==> src/rtl/mc_decoder_pkg.sv <==
// rtl/mc_decoder_pkg.sv - states, ALU codes, select encodings and cmd constants for mc_decoder
package mc_decoder_pkg;

  typedef enum logic [3:0] {
    FETCH, DECODE, MEMADR, MEMRD, MEMWB, MEMWR, EXEC_R, EXEC_I, ALUWB, BRANCH, FAULT
  } state_t;

  localparam logic [2:0] ALU_ADD = 3'b000;
  localparam logic [2:0] ALU_SUB = 3'b001;
  localparam logic [2:0] ALU_AND = 3'b010;
  localparam logic [2:0] ALU_ORR = 3'b011;
  localparam logic [2:0] ALU_EOR = 3'b100;
  localparam logic [2:0] ALU_MOV = 3'b101;

  localparam logic [3:0] CMD_AND = 4'b0000;
  localparam logic [3:0] CMD_EOR = 4'b0001;
  localparam logic [3:0] CMD_SUB = 4'b0010;
  localparam logic [3:0] CMD_ADD = 4'b0100;
  localparam logic [3:0] CMD_TST = 4'b1000;
  localparam logic [3:0] CMD_CMP = 4'b1010;
  localparam logic [3:0] CMD_CMN = 4'b1011;
  localparam logic [3:0] CMD_ORR = 4'b1100;
  localparam logic [3:0] CMD_MOV = 4'b1101;

  localparam logic [1:0] OP_DP  = 2'b00;
  localparam logic [1:0] OP_MEM = 2'b01;
  localparam logic [1:0] OP_BR  = 2'b10;

  localparam logic       ADR_PC     = 1'b0;
  localparam logic       ADR_ALUOUT = 1'b1;
  localparam logic       SRCA_RN    = 1'b0;
  localparam logic       SRCA_PC    = 1'b1;
  localparam logic [1:0] SRCB_REG   = 2'b00;
  localparam logic [1:0] SRCB_IMM   = 2'b01;
  localparam logic [1:0] SRCB_FOUR  = 2'b10;
  localparam logic [1:0] RES_ALUOUT = 2'b00;
  localparam logic [1:0] RES_DATA   = 2'b01;
  localparam logic [1:0] RES_ALU    = 2'b10;
  localparam logic [1:0] IMM_DP     = 2'b00;
  localparam logic [1:0] IMM_MEM    = 2'b01;
  localparam logic [1:0] IMM_BR     = 2'b10;

  // Datapath controls that are forced to zero together while reset is high.
  typedef struct packed {
    logic       ir_write;
    logic       pc_write;
    logic       reg_w;
    logic       mem_w;
    logic       adr_src;
    logic       alu_src_a;
    logic [1:0] alu_src_b;
    logic [1:0] result_src;
    logic [1:0] imm_src;
    logic [1:0] reg_src;
    logic [1:0] flag_w;
    logic       no_write;
    logic       shift_flag;
  } ctrl_t;

  function automatic logic cmd_is_test(input logic [3:0] cmd);
    return (cmd == CMD_TST) || (cmd == CMD_CMP) || (cmd == CMD_CMN);
  endfunction

endpackage

==> src/rtl/mc_decoder_alu.sv <==
// rtl/mc_decoder_alu.sv - mc_alu_decoder: cmd/S to alu_control, flag enables and illegal-cmd detect
module mc_alu_decoder
  import mc_decoder_pkg::*;
#(
  parameter int ALU_CTRL_W = 3
) (
  input  logic [3:0]            cmd_i,
  input  logic                  s_i,
  input  logic                  active_i,
  output logic [ALU_CTRL_W-1:0] alu_control_o,
  output logic [1:0]            flag_w_o,
  output logic                  no_write_o,
  output logic                  shift_flag_o,
  output logic                  illegal_o
);

  logic [2:0] code;
  logic       legal;
  logic       shift;

  always_comb begin
    code  = ALU_ADD;
    legal = 1'b1;
    shift = 1'b0;
    case (cmd_i)
      CMD_ADD, CMD_CMN: code = ALU_ADD;
      CMD_SUB, CMD_CMP: code = ALU_SUB;
      CMD_AND, CMD_TST: code = ALU_AND;
      CMD_ORR:          code = ALU_ORR;
      CMD_EOR:          code = ALU_EOR;
      CMD_MOV: begin
        code  = ALU_MOV;
        shift = 1'b1;
      end
      default:          legal = 1'b0;
    endcase
  end

  always_comb begin
    alu_control_o = '0;
    flag_w_o      = 2'b00;
    no_write_o    = 1'b0;
    shift_flag_o  = 1'b0;
    illegal_o     = active_i & ~legal;
    if (active_i && legal) begin
      alu_control_o = ALU_CTRL_W'(code);
      flag_w_o      = {s_i, s_i & ((code == ALU_ADD) || (code == ALU_SUB))};
      no_write_o    = cmd_is_test(cmd_i);
      shift_flag_o  = shift;
    end
  end

endmodule

==> src/rtl/mc_decoder.sv <==
// rtl/mc_decoder.sv - multicycle control FSM; MC_DECODER_PERF_EN adds the instret counter
module mc_decoder
  import mc_decoder_pkg::*;
#(
  parameter int REG_W      = 4,
  parameter int PC_IDX     = 15,
  parameter int ALU_CTRL_W = 3,
  parameter int TIMEOUT    = 16
) (
`ifdef MC_DECODER_PERF_EN
  output logic [31:0]           instret,
`endif
  input  logic                  clk,
  input  logic                  reset,
  input  logic [1:0]            op,
  input  logic [5:0]            funct,
  input  logic [REG_W-1:0]      rd,
  input  logic                  cond_ex,
  input  logic                  mem_ready,
  output logic                  ir_write,
  output logic                  pc_write,
  output logic                  reg_w,
  output logic                  mem_w,
  output logic                  adr_src,
  output logic                  alu_src_a,
  output logic [1:0]            alu_src_b,
  output logic [1:0]            result_src,
  output logic [1:0]            imm_src,
  output logic [1:0]            reg_src,
  output logic [ALU_CTRL_W-1:0] alu_control,
  output logic [1:0]            flag_w,
  output logic                  no_write,
  output logic                  shift_flag,
  output logic                  fault,
  output logic                  bus_err
);

  localparam int CNT_W = (TIMEOUT > 2) ? $clog2(TIMEOUT) : 1;
  localparam logic [CNT_W-1:0] WAIT_LAST = CNT_W'((TIMEOUT > 0) ? TIMEOUT - 1 : 0);

  state_t            state_q, state_d;
  logic [CNT_W-1:0]  wait_q, wait_d;
  logic              bus_err_q, bus_err_d;
  ctrl_t             ctrl;
  logic [ALU_CTRL_W-1:0] alu_ctrl_c;

  logic [3:0] cmd;
  logic       i_bit, s_bit, rd_is_pc, exec, waiting, timeout_hit;
  logic [ALU_CTRL_W-1:0] dec_alu;
  logic [1:0] dec_flag_w;
  logic       dec_no_write, dec_shift, dec_illegal;

  assign cmd      = funct[4:1];
  assign i_bit    = funct[5];
  assign s_bit    = funct[0];
  assign rd_is_pc = (rd == REG_W'(PC_IDX));
  assign exec     = (state_q == EXEC_R) || (state_q == EXEC_I);
  assign waiting  = ((state_q == FETCH) || (state_q == MEMRD) || (state_q == MEMWR)) && !mem_ready;
  assign timeout_hit = (TIMEOUT != 0) && waiting && (wait_q == WAIT_LAST);

  mc_alu_decoder #(.ALU_CTRL_W(ALU_CTRL_W)) u_alu_dec (
    .cmd_i        (cmd),
    .s_i          (s_bit),
    .active_i     (exec),
    .alu_control_o(dec_alu),
    .flag_w_o     (dec_flag_w),
    .no_write_o   (dec_no_write),
    .shift_flag_o (dec_shift),
    .illegal_o    (dec_illegal)
  );

  always_comb begin
    ctrl       = '0;
    alu_ctrl_c = '0;
    state_d    = state_q;
    case (state_q)
      FETCH: begin
        ctrl.adr_src    = ADR_PC;
        ctrl.alu_src_a  = SRCA_PC;
        ctrl.alu_src_b  = SRCB_FOUR;
        ctrl.result_src = RES_ALU;
        ctrl.ir_write   = mem_ready;
        ctrl.pc_write   = mem_ready;
        if (mem_ready) state_d = DECODE;
      end
      DECODE: begin
        ctrl.alu_src_a  = SRCA_PC;
        ctrl.alu_src_b  = SRCB_FOUR;
        ctrl.result_src = RES_ALU;
        case (op)
          OP_MEM:  state_d = MEMADR;
          OP_DP:   state_d = i_bit ? EXEC_I : EXEC_R;
          OP_BR:   state_d = BRANCH;
          default: state_d = FAULT;
        endcase
      end
      MEMADR: begin
        ctrl.alu_src_b = SRCB_IMM;
        ctrl.imm_src   = IMM_MEM;
        state_d        = s_bit ? MEMRD : MEMWR;
      end
      MEMRD: begin
        ctrl.adr_src = ADR_ALUOUT;
        if (mem_ready) state_d = MEMWB;
      end
      MEMWB: begin
        ctrl.result_src = RES_DATA;
        ctrl.reg_w      = cond_ex;
        ctrl.pc_write   = cond_ex & rd_is_pc;
        state_d         = FETCH;
      end
      MEMWR: begin
        ctrl.adr_src = ADR_ALUOUT;
        ctrl.mem_w   = cond_ex & mem_ready;
        if (mem_ready) state_d = FETCH;
      end
      EXEC_R, EXEC_I: begin
        ctrl.alu_src_b  = (state_q == EXEC_I) ? SRCB_IMM : SRCB_REG;
        ctrl.imm_src    = IMM_DP;
        alu_ctrl_c      = dec_alu;
        ctrl.flag_w     = cond_ex ? dec_flag_w : 2'b00;
        ctrl.no_write   = dec_no_write;
        ctrl.shift_flag = dec_shift;
        state_d         = dec_illegal ? FAULT : ALUWB;
      end
      ALUWB: begin
        // The IR is stable here, so the compare/test class is re-derived from cmd.
        ctrl.result_src = RES_ALUOUT;
        ctrl.reg_w      = cond_ex & ~cmd_is_test(cmd);
        ctrl.pc_write   = cond_ex & ~cmd_is_test(cmd) & rd_is_pc;
        state_d         = FETCH;
      end
      BRANCH: begin
        ctrl.alu_src_b  = SRCB_IMM;
        ctrl.imm_src    = IMM_BR;
        ctrl.result_src = RES_ALU;
        ctrl.pc_write   = cond_ex;
        ctrl.reg_w      = cond_ex & funct[4];
        state_d         = FETCH;
      end
      FAULT:   state_d = FAULT;
      default: state_d = FAULT;
    endcase
    if (timeout_hit) state_d = FAULT;
  end

  always_comb begin
    bus_err_d = bus_err_q | timeout_hit;
    if (state_d != state_q) wait_d = '0;
    else if (waiting)       wait_d = wait_q + CNT_W'(1);
    else                    wait_d = wait_q;
  end

  always_ff @(posedge clk) begin
    if (reset) begin
      state_q   <= FETCH;
      wait_q    <= '0;
      bus_err_q <= 1'b0;
    end else begin
      state_q   <= state_d;
      wait_q    <= wait_d;
      bus_err_q <= bus_err_d;
    end
  end

  assign ir_write    = ~reset & ctrl.ir_write;
  assign pc_write    = ~reset & ctrl.pc_write;
  assign reg_w       = ~reset & ctrl.reg_w;
  assign mem_w       = ~reset & ctrl.mem_w;
  assign adr_src     = ~reset & ctrl.adr_src;
  assign alu_src_a   = ~reset & ctrl.alu_src_a;
  assign alu_src_b   = reset ? 2'b00 : ctrl.alu_src_b;
  assign result_src  = reset ? 2'b00 : ctrl.result_src;
  assign imm_src     = reset ? 2'b00 : ctrl.imm_src;
  assign reg_src     = reset ? 2'b00 : ctrl.reg_src;
  assign flag_w      = reset ? 2'b00 : ctrl.flag_w;
  assign no_write    = ~reset & ctrl.no_write;
  assign shift_flag  = ~reset & ctrl.shift_flag;
  assign alu_control = reset ? '0 : alu_ctrl_c;
  assign fault       = ~reset & (state_q == FAULT);
  assign bus_err     = ~reset & bus_err_q;

`ifdef MC_DECODER_PERF_EN
  logic [31:0] instret_q;

  always_ff @(posedge clk) begin
    if (reset) begin
      instret_q <= '0;
    end else if ((state_d == FETCH) &&
                 ((state_q == MEMWB) || (state_q == MEMWR) ||
                  (state_q == ALUWB) || (state_q == BRANCH))) begin
      instret_q <= instret_q + 32'd1;
    end
  end

  assign instret = instret_q;
`endif

endmodule

==> config.mk <==
export PLATFORM = sky130hd
export DESIGN_NAME = mc_decoder
export DESIGN_NICKNAME = d
export VERILOG_FILES = /design/src/rtl/mc_decoder_pkg.sv /design/src/rtl/mc_decoder_alu.sv /design/src/rtl/mc_decoder.sv
export SDC_FILE = /design/constraint.sdc
export NUM_CORES = 1
export LEC_CHECK = 0
export ABC_CLOCK_PERIOD_IN_PS = 2650
export CORE_MARGIN = 1.5
export CORE_UTILIZATION = 47
export DETAILED_ROUTE_END_ITERATION = 7
export PLACE_DENSITY = 0.82
export SYNTH_ARGS = -nofsm -noshare
export SYNTH_HDL_FRONTEND = slang
export SYNTH_SLANG_ARGS = --single-unit
==> constraint.sdc <==
create_clock -name clk -period 2.65 [get_ports clk]
set_input_delay 0.265 -clock clk [delete_from_list [all_inputs] [get_ports clk]]
set_output_delay 0.265 -clock clk [all_outputs]
set_load 0.02 [all_outputs]
==> summary.txt <==
Detailed routing
  – Detail Route Antenna Nets: 0
  – WL final: 3.27 mm
  – DRC Markers: 0
  – First DRT Iteration DRCs: 50
  – Routed len/inst: 15.1 um
  – Vias per inst: 6.09
  – Initial DRT Pass Iterations: 4
  – Vias: 1322

Job
  – Max-cap violations: 0

Pwr
  – Lkg Pwr: 0.555 nW
  – Final Power: 0.732 mW
  – Clock power share: 14.8%
  – Maximum vdd drop: 399 uV
  – PwrDens: 501 nW/um^2
  – Combinational share of power: 61.5%
  – Switching part of the total: 44.9%
  – Reg power frac: 23.7%
  – P_sw: 0.328 mW
  – Cell Int Power: 0.403 mW

Timing
  – Tmin final: 2.50 ns
  – Setup Viol. Count Final: 0
  – RSZ-0062 raised after global routing: false
  – Final WS setup: 0.146 ns
  – WHS: 0.458 ns
  – Period utilisation layout: 94.5%
  – Fin Setup TNS: 0 ns
  – Pins over their slew limit: 0
  – F_max: 399 MHz
  – Clock skew: 0.00795 ns
  – Final Hold Vio Count: 0

Place
  – GP Congestion: 0.867
  – I/O Buffers: 36
  – DP Wirelength: 2.48 mm
  – Post-place setup slack: 0.0400 ns

Floorplan
  – # IOs: 39
  – DIE AREA: 2460 sq um
  – Row count: 16
  – Core Footprint: 2000 sq um
  – Chip width: 49.6 um
  – Starting Density: 50.9%
  – Die Ht: 49.6 um

Global route
  – Antenna violations before repair: 0
  – Vias in the first global route: 1247
  – First-pass GRT wire length: 5.42 mm
  – Largest net degree at the start of global routing: 19
  – Total GRT Usage: 27.5%
  – Total grt overflow: 0

Synthesis
  – Synth top area share: 17.7%
  – Syn. warnings: 0
  – Dominant cell by count in the synthesized netlist: nor2_1
  – EDFF count, synth: 0
  – Largest area contributor in the netlist: dfxtp_1
  – Register area share after synthesis: 17.7%
  – Seq cells post-synth: 9
  – Post-Syn Area per Cell: 6.74 sq um
  – Gate Count Post-Synth: 151
  – Top FF cell, synth: dfxtp_1
  – Async set-reset flop share out of synthesis: 0%
  – Synth top cells by count: nor2_1, nand2_1, dfxtp_1, inv_1, o21ai_0
  – Top cells by area, synth: dfxtp_1, nor2_1, o21ai_0
  – Library cells used by synthesis: 47
  – Post-synthesis cell area: 1020 sq um

Clocking
  – Root Buffer: clkbuf_4
  – Clock sink count: 9
  – Number of buffers created by CTS: 3
  – CTS max path bufs: 2
  – Clk slew on worst S/H paths: 0.07 ns
  – CTS tree: yes
  – Clock latency on the worst-skew pair: 0.26 ns
  – H-tree Lvls: 1
  – Cts-stage hold buffer count: 0
  – Post-CTS repair timing setup buffer count: 0

Cells and area
  – Ant diodes: 0
  – P&R area growth vs syn: 43.4%
  – Nets: 208
  – Share of cells above drive strength 1: 11.1%

Worst setup path
  – Cell mode on critical path: nor2_1
  – Crit-path slowest cell: clkdlybuf4s50_1
  – Max incr delay on CP: 0.62 ns
  – Worst path required time: 2.38 ns
  – Max Fanout on Critical Path: 14
  – Crit Path Class: flop to output port
  – CP Data Arrival Time: 2.24 ns
  – Worst Setup End Kind: output port
  – Cells along the critical path: buf_4, nor2_1, and3_1, nand3_1, nor2_1, clkdlybuf4s50_1
  – Critical path startpoint category: flop

Status
  – Status: finished clean

Worst hold path
  – Worst Hold Class: flop to flop
-- cell type report --
cell class / instances / area (sq um)
inverters: 10 / 37.5
repair buffers: 47 / 448
multi-input cells: 120 / 734
clock buffers: 4 / 26.3
fillers: 173 / 542
flip-flops and latches: 9 / 180
well taps: 27 / 33.8
-- metal layers --
metal,global-route usage [%],share of wire [%]
met5,0,0
met4,3.24,0.77
met3,6.36,6.0
met2,52.9,52
met1,31.2,41
-- cells in the final DEF (no fill, tap or decap), types with 2 or more instances in the layout --
cell type,n
clkdlybuf4s50_1,34
dfxtp_1,9
o21ai_0,9
buf_4,11
or2_2,2
and3_1,4
a221oi_1,2
and2_1,2
conb_1,2
nor3_1,7
a31oi_1,2
nand2b_1,3
nor2_1,14
o31ai_1,2
nor2b_1,6
nand4_1,4
or3b_2,2
dlymetal6s2s_1,2
a211oi_1,5
a21oi_1,8
nand3_1,8
clkbuf_4,3
inv_1,9
xnor2_1,2
nand2_1,10
and4_1,2
or3_1,3
nor4_1,3
-- per-stage QoR --
step                      utilization, %  std cells  cell area (sq um)
after global routing                72.9        217               1460
after detailed placement            71.3        213               1430
after CTS                           72.6        217               1450
after floorplan                        -        152               1020
after global placement              71.3        213               1430
final                               72.9        217               1460
-- worst paths after layout --
path,cells past startpoint,start,endpoint,slack (ns)
max,6,state_q[3],flag_w[0],0.15
min,2,bus_err_q,bus_err_q,0.46
max reg2reg,5,state_q[1],wait_q[0],0.60
min reg2reg,2,bus_err_q,bus_err_q,0.46
-- flip-flops by register name, summed over array words and instances, names as in the netlist --
| name | cells |
|---|---|
| state_q | 4 |
| bus_err_q | 1 |
| wait_q | 4 |
-- power groups by stage --
stage	clock (mW)	combinational [mW]	sequential, mW
2_1_floorplan	0	0.311	0.163
3_3_place_gp	0	0.429	0.174
3_5_place_dp	0	0.440	0.175
4_1_cts	0.108	0.445	0.173
5_1_grt	0.117	0.488	0.175
6_report	0.109	0.450	0.173
-- critical path: cells and delay by family, from the launching register on --
kind,cells,cell delay (ns)
buffers and inverters,2,0.82
AND/OR/NAND/NOR,4,0.80
flip-flops,1,0.35
-- cells by family after synthesis --
logic type | after synthesis | share of synthesized area (%)
simple gates | 73 | 39.2
compound gates | 42 | 29.1
buf+inv | 23 | 10.7
flops | 9 | 17.7
xor+xnor | 2 | 1.72
fa+ha+maj | 1 | 1.23
other cells | 1 | 0.368
-- repair_timing --
item	in CTS	in global routing
endpoints found under the hold margin	0	0
endpoints found under the setup margin	0	2
gates resized for setup	0	3
No activity file was read; power rests on OpenSTA's default activity.
